File: config.mk
export PLATFORM = sky130hd
export DESIGN_NAME = writeback_unit
export DESIGN_NICKNAME = d
export VERILOG_FILES = /design/src/rtl/writeback_unit.sv
export SDC_FILE = /design/constraint.sdc
export NUM_CORES = 1
export LEC_CHECK = 0
export ABC_AREA = 0
export CORE_MARGIN = 4
export CORE_UTILIZATION = 40
export DETAILED_ROUTE_END_ITERATION = 10
export GPL_TIMING_DRIVEN = 0
export PLACE_DENSITY = 0.83
export SLEW_MARGIN = 40
export SYNTH_ARGS = -nofsm -noshare
export SYNTH_HDL_FRONTEND = slang
export SYNTH_SLANG_ARGS = --single-unit
File: constraint.sdc
create_clock -name clk -period 3.2 [get_ports clk]
set_clock_uncertainty 0.05 [all_clocks]
set_input_delay 0.64 -clock clk [delete_from_list [all_inputs] [get_ports clk]]
set_output_delay 0.64 -clock clk [all_outputs]
set_load 0.01 [all_outputs]
File: src/rtl/writeback_unit.sv
// Register-file write-port owner: round-robin merge of ALU results and load responses,
// load extraction, and the pending-write scoreboard used by decode for hazard checks.
module writeback_unit #(
  parameter int unsigned DATA_WIDTH = 32
) (
  input  logic                  clk,
  input  logic                  rst,
  input  logic                  issue_valid,
  input  logic [4:0]            issue_rd,
  output logic                  issue_ready,
  input  logic [4:0]            query_rs1,
  input  logic [4:0]            query_rs2,
  output logic                  hazard_rs1,
  output logic                  hazard_rs2,
  input  logic                  alu_valid,
  output logic                  alu_ready,
  input  logic [4:0]            alu_rd,
  input  logic [DATA_WIDTH-1:0] alu_data,
  input  logic                  mem_valid,
  output logic                  mem_ready,
  input  logic [4:0]            mem_rd,
  input  logic [DATA_WIDTH-1:0] mem_data,
  input  logic [2:0]            mem_funct3,
  input  logic [1:0]            mem_offset,
  output logic [4:0]            wb_address,
  output logic [DATA_WIDTH-1:0] wb_data,
  output logic                  wb_enable,
  output logic [31:0]           pending
);

  typedef enum logic [0:0] {GrantAlu, GrantMem} grant_e;

  grant_e                  last_grant_q, last_grant_d;
  logic [31:0]             pending_q, pending_d;
  logic [4:0]              wb_address_q;
  logic [DATA_WIDTH-1:0]   wb_data_q;
  logic                    wb_enable_q;

  logic                    alu_fire, mem_fire, xfer, issue_fire;
  logic [4:0]              xfer_rd;
  logic [DATA_WIDTH-1:0]   xfer_data, load_data;
  logic [7:0]              load_byte;
  logic [15:0]             load_half;

  always_comb begin
    load_byte = 8'h00;
    unique case (mem_offset)
      2'd0: load_byte = mem_data[7:0];
      2'd1: load_byte = mem_data[15:8];
      2'd2: load_byte = mem_data[23:16];
      2'd3: load_byte = mem_data[31:24];
      default: load_byte = 8'h00;
    endcase
    load_half = mem_offset[1] ? mem_data[31:16] : mem_data[15:0];
    case (mem_funct3)
      3'b000:  load_data = {{24{load_byte[7]}}, load_byte};
      3'b100:  load_data = {24'h000000, load_byte};
      3'b001:  load_data = {{16{load_half[15]}}, load_half};
      3'b101:  load_data = {16'h0000, load_half};
      default: load_data = mem_data;
    endcase
  end

  // Ready looks only at the other source's valid, so exactly one ready drops on conflict.
  assign alu_ready = !mem_valid || (last_grant_q == GrantMem);
  assign mem_ready = !alu_valid || (last_grant_q == GrantAlu);
  assign alu_fire  = alu_valid && alu_ready;
  assign mem_fire  = mem_valid && mem_ready;
  assign xfer      = alu_fire || mem_fire;

  always_comb begin
    xfer_rd      = 5'd0;
    xfer_data    = '0;
    last_grant_d = last_grant_q;
    if (alu_fire) begin
      xfer_rd      = alu_rd;
      xfer_data    = alu_data;
      last_grant_d = GrantAlu;
    end else if (mem_fire) begin
      xfer_rd      = mem_rd;
      xfer_data    = load_data;
      last_grant_d = GrantMem;
    end
  end

  assign issue_ready = (issue_rd == 5'd0) || !pending_q[issue_rd];
  assign issue_fire  = issue_valid && issue_ready && (issue_rd != 5'd0);

  always_comb begin
    pending_d = pending_q;
    if (xfer && (xfer_rd != 5'd0)) pending_d[xfer_rd] = 1'b0;
    if (issue_fire) pending_d[issue_rd] = 1'b1;
    pending_d[0] = 1'b0;
  end

  // The write register stage still counts as a hazard until the file absorbs it.
  assign hazard_rs1 = (query_rs1 != 5'd0) &&
                      (pending_q[query_rs1] || (wb_enable_q && (wb_address_q == query_rs1)));
  assign hazard_rs2 = (query_rs2 != 5'd0) &&
                      (pending_q[query_rs2] || (wb_enable_q && (wb_address_q == query_rs2)));

  always_ff @(posedge clk or negedge rst) begin
    if (!rst) begin
      last_grant_q <= GrantAlu;
      pending_q    <= 32'h0;
      wb_address_q <= 5'd0;
      wb_data_q    <= '0;
      wb_enable_q  <= 1'b0;
    end else begin
      last_grant_q <= last_grant_d;
      pending_q    <= pending_d;
      wb_enable_q  <= xfer && (xfer_rd != 5'd0);
      if (xfer) begin
        wb_address_q <= xfer_rd;
        wb_data_q    <= xfer_data;
      end
    end
  end

  assign wb_address = wb_address_q;
  assign wb_data    = wb_data_q;
  assign wb_enable  = wb_enable_q;
  assign pending    = pending_q;

endmodule

==> results by group, run 1 <==
Logic synthesis
  • Leading post-synthesis cells by cell area: dfrtp_1, mux4_2, o21ai_0
  • Top-area cell type share of the netlist area: 39.9%
  • Mapped Area: approximately 0.0044 mm²
  • Most common cell in the synthesized netlist: dfrtp_1
  • Leading area contributor after synthesis: dfrtp_1
  • Post-synthesis area per instance: roughly 10 µm²
  • Number of enable flip-flop cells after synthesis: 0
  • Post-synthesis cell type count: 51
  • Share of flip-flops with an asynchronous set or reset: 100%
  • Seq cells post-synth: 70
  • Syn_nets: roughly 540
  • Seq/Total Area, Yosys: ~40%
  • YS warnings: 0
  • Top cells by count, synth: dfrtp_1, o21ai_0, o21ai_1, a22oi_1, nand2_1
  • Post-Syn Instances: between 400 and 500
  • Post-synth top flop: dfrtp_1

Status
  • Status: finished, final reports clean

Placed design
  • # port buffers: 170
  • HPWL Detailed: approximately 13,000 µm
  • Post-place setup slack: -0.831 ns
  • Dpl cells: approximately 750
  • Placed Area: ~0.0063 mm²
  • Routability congestion estimate from global placement: between 0.9 and 1

Die
  • I/O pins: between 150 and 200
  • Total die area: between 0.01 and 0.015 mm²
  • FP Rows: 37
  • Core area: 0.0105 mm²
  • Die width: around 110 µm
  • DIE HEIGHT: approximately 110 µm
  • Initial Util: 41.8%

STA
  • Post-route minimum period: 3.13 ns
  • Setup ws final: between 0.06 and 0.07 ns
  • Final Max Tran Viols: 0
  • Tightest Pin Transition: about 0.8 ns
  • Period utilization: slightly below 100%
  • Slew HR: 47.2%
  • # setup viols final: 0
  • Fin. Hold Viols: 0
  • Maximum clock frequency: about 320 MHz

Layout
  • Design area: about 0.0066 mm²
  • Storage element area: about 0.0018 mm²
  • Layout fillers: approximately 860
  • Area growth, synth to finish: 50.4%
  • Nets@finish: ~730
  • Final Non-Filler Cells: approximately 770
  • Ant. Diodes: 0
  • Multi-input logic area: 0.00248 mm²
  • Layout cells sized above 1: 12.9%

Detailed routing
  • Vias/cell: approximately 6.1
  • Pre-antenna DRT Iters: 7
  • Initial drt markers: between 400 and 500
  • DRC viols: 0
  • DR vias: 4,738
  • DR WL/cell: around 21 µm
  • Post-Route WL: approximately 17,000 µm
  • Antenna viol nets, final: 0

Global routing
  • Largest net degree at the start of global routing: 39
  • Vias in the first global route: between 4,000 and 5,000
  • Total grt overflow: 0
  • First-pass GRT wire length: between 20,000 and 30,000 µm
  • GRT Total Usage: between 20% and 30%
  • Initial antenna violation count: 0

Power
  • Pwr Total: approximately 3400 µW
  • Sw Share: 34.6%
  • Power Dens Cells: about 520 mW/mm²
  • Seq pwr share: approximately two fifths
  • Part of the power in combinational logic: ~40%
  • Clock power share: between 20% and 30%
  • Internal power: around 2200 µW
  • Leak: approximately 0.0026 µW
  • Sw Pwr: between 1000 and 1500 µW
  • Maximum vdd drop: 256 µV

Setup path
  • R2R Setup Slk: around 0.87 ns
  • Worst Setup End Kind: output pin
  • CP max FO: 4
  • Crit Path Category: in2out
  • Crit start category: input port
  • R2R cell count: 6
  • WP data required: 2.51 ns
  • Worst EP arrival: ~2.4 ns

Clocking
  • Clock Sinks: 70
  • Clk_lat worst skew: approximately 0.35 ns
  • Maximum root-to-sink buffer count: 2
  • CTS tree: done
  • Num CTS Buffers: 9
  • Reg clk slew, reported paths: approximately 0.08 ns
  • CTS H-tree lvls: 3
  • Clock Root Buffer: clkbuf_8

Run
  • Max Cap Viol: 0

Worst hold path
  • HP Class: in2async
==> metrics by stage <==
stage | TNS [ns] | util (%) | hold slack [ns]
finish | 0 | 62.8 | 0.105
detailed placement | -2.25 | 59.8 | 0.437
floorplan | 0 | - | 0.294
global placement | -67.56 | 59.6 | 0.428
CTS | 0 | 62.7 | 0.106
global route | -0.00274 | 62.8 | 0.121
==> state kept, by name (all words and copies together) (netlist names) <==
register / flops
last_grant_q: 1
wb_address: 5
wb_data: 32
wb_enable: 1
pending: 31
==> worst max-delay path, stage by stage <==
cell,delay [ns]
clkdlybuf4s15_1,0.25
clkbuf_8,0.18
mux4_2,0.28
mux4_2,0.47
or2_1,0.23
o31ai_2,0.07
a21oi_2,0.08
clkdlybuf4s15_1,0.23
==> layout make-up <==
cell class | instances | share of cell area, %
multi-input combinational | 329 | 37.6
clock buffer | 11 | 2.14
clock inverter | 5 | 0.891
tap | 136 | 2.58
buffer | 32 | 2.73
timing repair buffer | 178 | 26.8
inverter | 13 | 0.739
sequential | 70 | 26.5
==> power groups by stage <==
stage | logic [µW] | registers [µW] | clock network (µW)
2_1_floorplan | 552 | 1330 | 0
3_3_place_gp | 1330 | 1310 | 0
3_5_place_dp | 1360 | 1320 | 0
4_1_cts | 1370 | 1300 | 744
5_1_grt | 1480 | 1340 | 779
6_report | 1390 | 1310 | 733
==> per-layer routing <==
layer	vias to the layer above	track usage [%]	part of all wire, %
met5	-	0	0
met4	0	13.1	4.1
met3	58	7.22	11
met2	333	42.7	49
met1	2253	29.8	36
li1	2094	-	-
==> worst paths after layout <==
check	endpoint	start
setup / recovery	hazard_rs1	query_rs1[1]
hold / removal	pending[15]$_DFF_PN0_	rst
setup reg to reg	pending[28]$_DFF_PN0_	last_grant_q$_DFFE_PN0P_
hold reg to reg	wb_data[7]$_DFFE_PN0P_	wb_data[7]$_DFFE_PN0P_
max in group asynchronous	wb_data[22]$_DFFE_PN0P_	rst
min in group clk	wb_data[7]$_DFFE_PN0P_	wb_data[7]$_DFFE_PN0P_
==> kinds of logic after synthesis <==
logic type	count (synthesis)	synth area share [%]
flops	70	39.9
other cells	1	0.0854
compound gates	179	25.8
mux	32	14.3
simple gates	107	13.5
buf+inv	45	4.39
xor+xnor	10	2.00
==> cell usage in the layout (no fill, tap or decap), types with 3 or more instances in the layout <==
cell / count
clkdlybuf4s50_1: 159
dfrtp_1: 70
o21ai_0: 65
o21ai_1: 28
a22oi_1: 25
nand2_1: 23
nor2_1: 20
clkbuf_1: 19
mux4_2: 16
nor2b_1: 13
clkbuf_8: 12
inv_1: 12
nand3_1: 11
a21oi_1: 11
xor2_1: 8
o221ai_1: 8
a211oi_1: 8
buf_4: 8
nand2b_1: 7
nand3b_1: 7
mux2_2: 7
a222oi_1: 7
a31oi_1: 7
mux4_1: 6
a32oi_1: 5
buf_6: 5
or2_4: 4
buf_2: 4
dlygate4sd2_1: 4
clkbuf_2: 3
or3b_2: 3
a32o_1: 3
or4_1: 3
mux2i_1: 3
==> timing repair <==
item | in CTS | in global routing
setup endpoints to repair | 3 | 3
cloned | 0 | 0
hold buffers | 0 | 0
buffers inserted | 7 | 0
gates resized for setup | 34 | 10
pin swaps | 1 | 1
No activity file was read; power rests on OpenSTA's default activity.
==> run 2: changes to the inputs <==
CTS_BUF_LIST = sky130_fd_sc_hd__clkbuf_8   (was not set)
GPL_ROUTABILITY_DRIVEN = 0   (was not set)
clock period = 3.8 ns   (was 3.2 ns; I/O delays follow)
==> run 2 against run 1 <==
Combinational power is 16% lower; cell count fell by 0.65%; first-iteration DRC count increased by 31%; largest cell class unchanged; utilization decreased by 0.49 points; critical path depth is 1 lower; sequential power fell by 16%; via count up 1.0%; critical endpoint is now hazard_rs2; critical path type unchanged.
==> results by group, run 2 (same netlist as run 1, synthesis figures left out) <==
Die
  • Die width: 113 µm
  • FP Rows: 37
  • Initial Util: about two fifths
  • I/O pins: about 170
  • Core area: between 0.01 and 0.015 mm²
  • Total die area: around 0.013 mm²
  • DIE HEIGHT: about 110 µm

STA
  • Tightest Pin Transition: about 0.81 ns
  • Final Max Tran Viols: 0
  • Final hold slack: around 0.23 ns
  • Slew HR: between 40% and 50%
  • Final setup TNS: 0 ns
  • Fin. Hold Viols: 0
  • RSZ-0062 raised after global routing: false
  • Post-route minimum period: 3.76 ns
  • Period utilization: between 90 and 100%
  • Maximum clock frequency: approximately 270 MHz
  • # setup viols final: 0

Placed design
  • # port buffers: 170
  • HPWL Detailed: 12,900 µm

Clocking
  • Reg clk slew, reported paths: 0.09 ns
  • Clock Root Buffer: clkbuf_8
  • CTS tree: done
  • Maximum root-to-sink buffer count: 2
  • Clock Sinks: 70
  • CTS H-tree lvls: 3
  • Num CTS Buffers: 9
  • Clk_lat worst skew: between 0.3 and 0.4 ns

Setup path
  • R2R Setup Slk: 1.42 ns
  • Reg2reg start: last_grant_q$_DFFE_PN0P_
  • CP max FO: 10
  • RR Endpoint: pending[31]$_DFF_PN0_
  • Crit Path Category: in2out
  • Worst Setup End Kind: output pin
  • WP data required: 2.99 ns
  • Crit start category: input port
  • Crit. Startpoint: query_rs2[1]
  • Worst EP arrival: slightly below 3 ns
  • R2R cell count: 7

Power
  • Leak: between 0.002 and 0.003 µW
  • Maximum vdd drop: ~220 µV
  • Pwr Total: 2950 µW
  • Power Dens Cells: around 450 mW/mm²

Layout
  • Max reg flops: 32
  • Nets@finish: between 700 and 800
  • Storage element area: around 0.0018 mm²
  • Layout Utilization: between 60% and 70%
  • Multi-input logic area: about 0.0025 mm²
  • Commonest non-fill, non-tap cells in the layout: clkdlybuf4s50_1, dfrtp_1, o21ai_0, o21ai_1, a22oi_1
  • Layout fillers: a little over 800
  • Area growth, synth to finish: 49.3%
  • Most common cell after layout, fill and taps aside: clkdlybuf4s50_1
  • Ant. Diodes: 0
  • Layout cells sized above 1: between 10% and 20%

Run
  • Max Cap Viol: 0

Detailed routing
  • Vias/cell: slightly above 6
  • Post-Route WL: 16,600 µm
  • Pre-antenna DRT Iters: 6
  • DR WL/cell: roughly 22 µm
  • DR vias: approximately 4,800
  • DRC viols: 0
  • Initial drt markers: around 550
  • Antenna viol nets, final: 0

Status
  • Status: finished, final reports clean

Global routing
  • First-pass GRT wire length: roughly 26,000 µm
  • GRT Total Usage: about a quarter
  • Initial antenna violation count: 0
  • Total grt overflow: 0
  • Vias in the first global route: around 4,900
  • Largest net degree at the start of global routing: 40

Worst hold path
  • HP Class: in2async
## run 2: where the power goes
group	total [µW]	internal [µW]	switching (µW)
combinational	1170	662	504
sequential	1100	905	199
clock	684	372	311
total	2950	1940	1010
## run 2: final cells by class
| type | instances | area share [%] |
|---|---|---|
| multi-input cells | 329 | 37.5 |
| clock inverters | 7 | 1.47 |
| flip-flops and latches | 70 | 26.7 |
| clock buffers | 9 | 1.89 |
| inverters | 13 | 0.745 |
| repair buffers | 173 | 26.5 |
| plain buffers | 32 | 2.60 |
| well taps | 136 | 2.60 |
## run 2: how the worst max path moves through the flow
stage                              to  depth (start not counted)  slack (ns)
after floorplan            hazard_rs2                          5        0.69
after global placement     hazard_rs2                          7       -0.47
after detailed placement   hazard_rs2                          7       -0.49
after CTS                  hazard_rs2                          7        0.07
after global routing      issue_ready                          7       0.007
final                      hazard_rs2                          7        0.04
## run 2: repair_timing
action,4_1_cts,5_1_grt
setup buffers,2,0
hold buffers,0,0
setup endpoints to repair,3,2
gates resized for setup,20,6
## run 2: per-stage QoR
stage,std cells,instance area [µm²],worst slack (ns)
floorplan,444,4390,0.691
detailed placement,751,6280,-0.489
global route,769,6550,0.00714
global placement,750,6260,-0.466
finish,769,6550,0.0441
CTS,769,6550,0.0714
## run 2: worst max-delay path, stage by stage
cell	delay, ns
clkdlybuf4s50_1	0.50
buf_4	0.22
mux4_2	0.34
mux4_2	0.53
a311oi_2	0.25
a21oi_1	0.06
dlygate4sd2_1	0.29
## run 2: layer usage
| metal | vias up | track usage, % | routed length [µm] |
|---|---|---|---|
| li1 | 2091 | - | - |
| met1 | 2270 | 30.0 | 5870 |
| met2 | 367 | 42.3 | 8010 |
| met3 | 59 | 6.20 | 1880 |
| met4 | 0 | 15.3 | 873 |
| met5 | - | 0 | 0 |
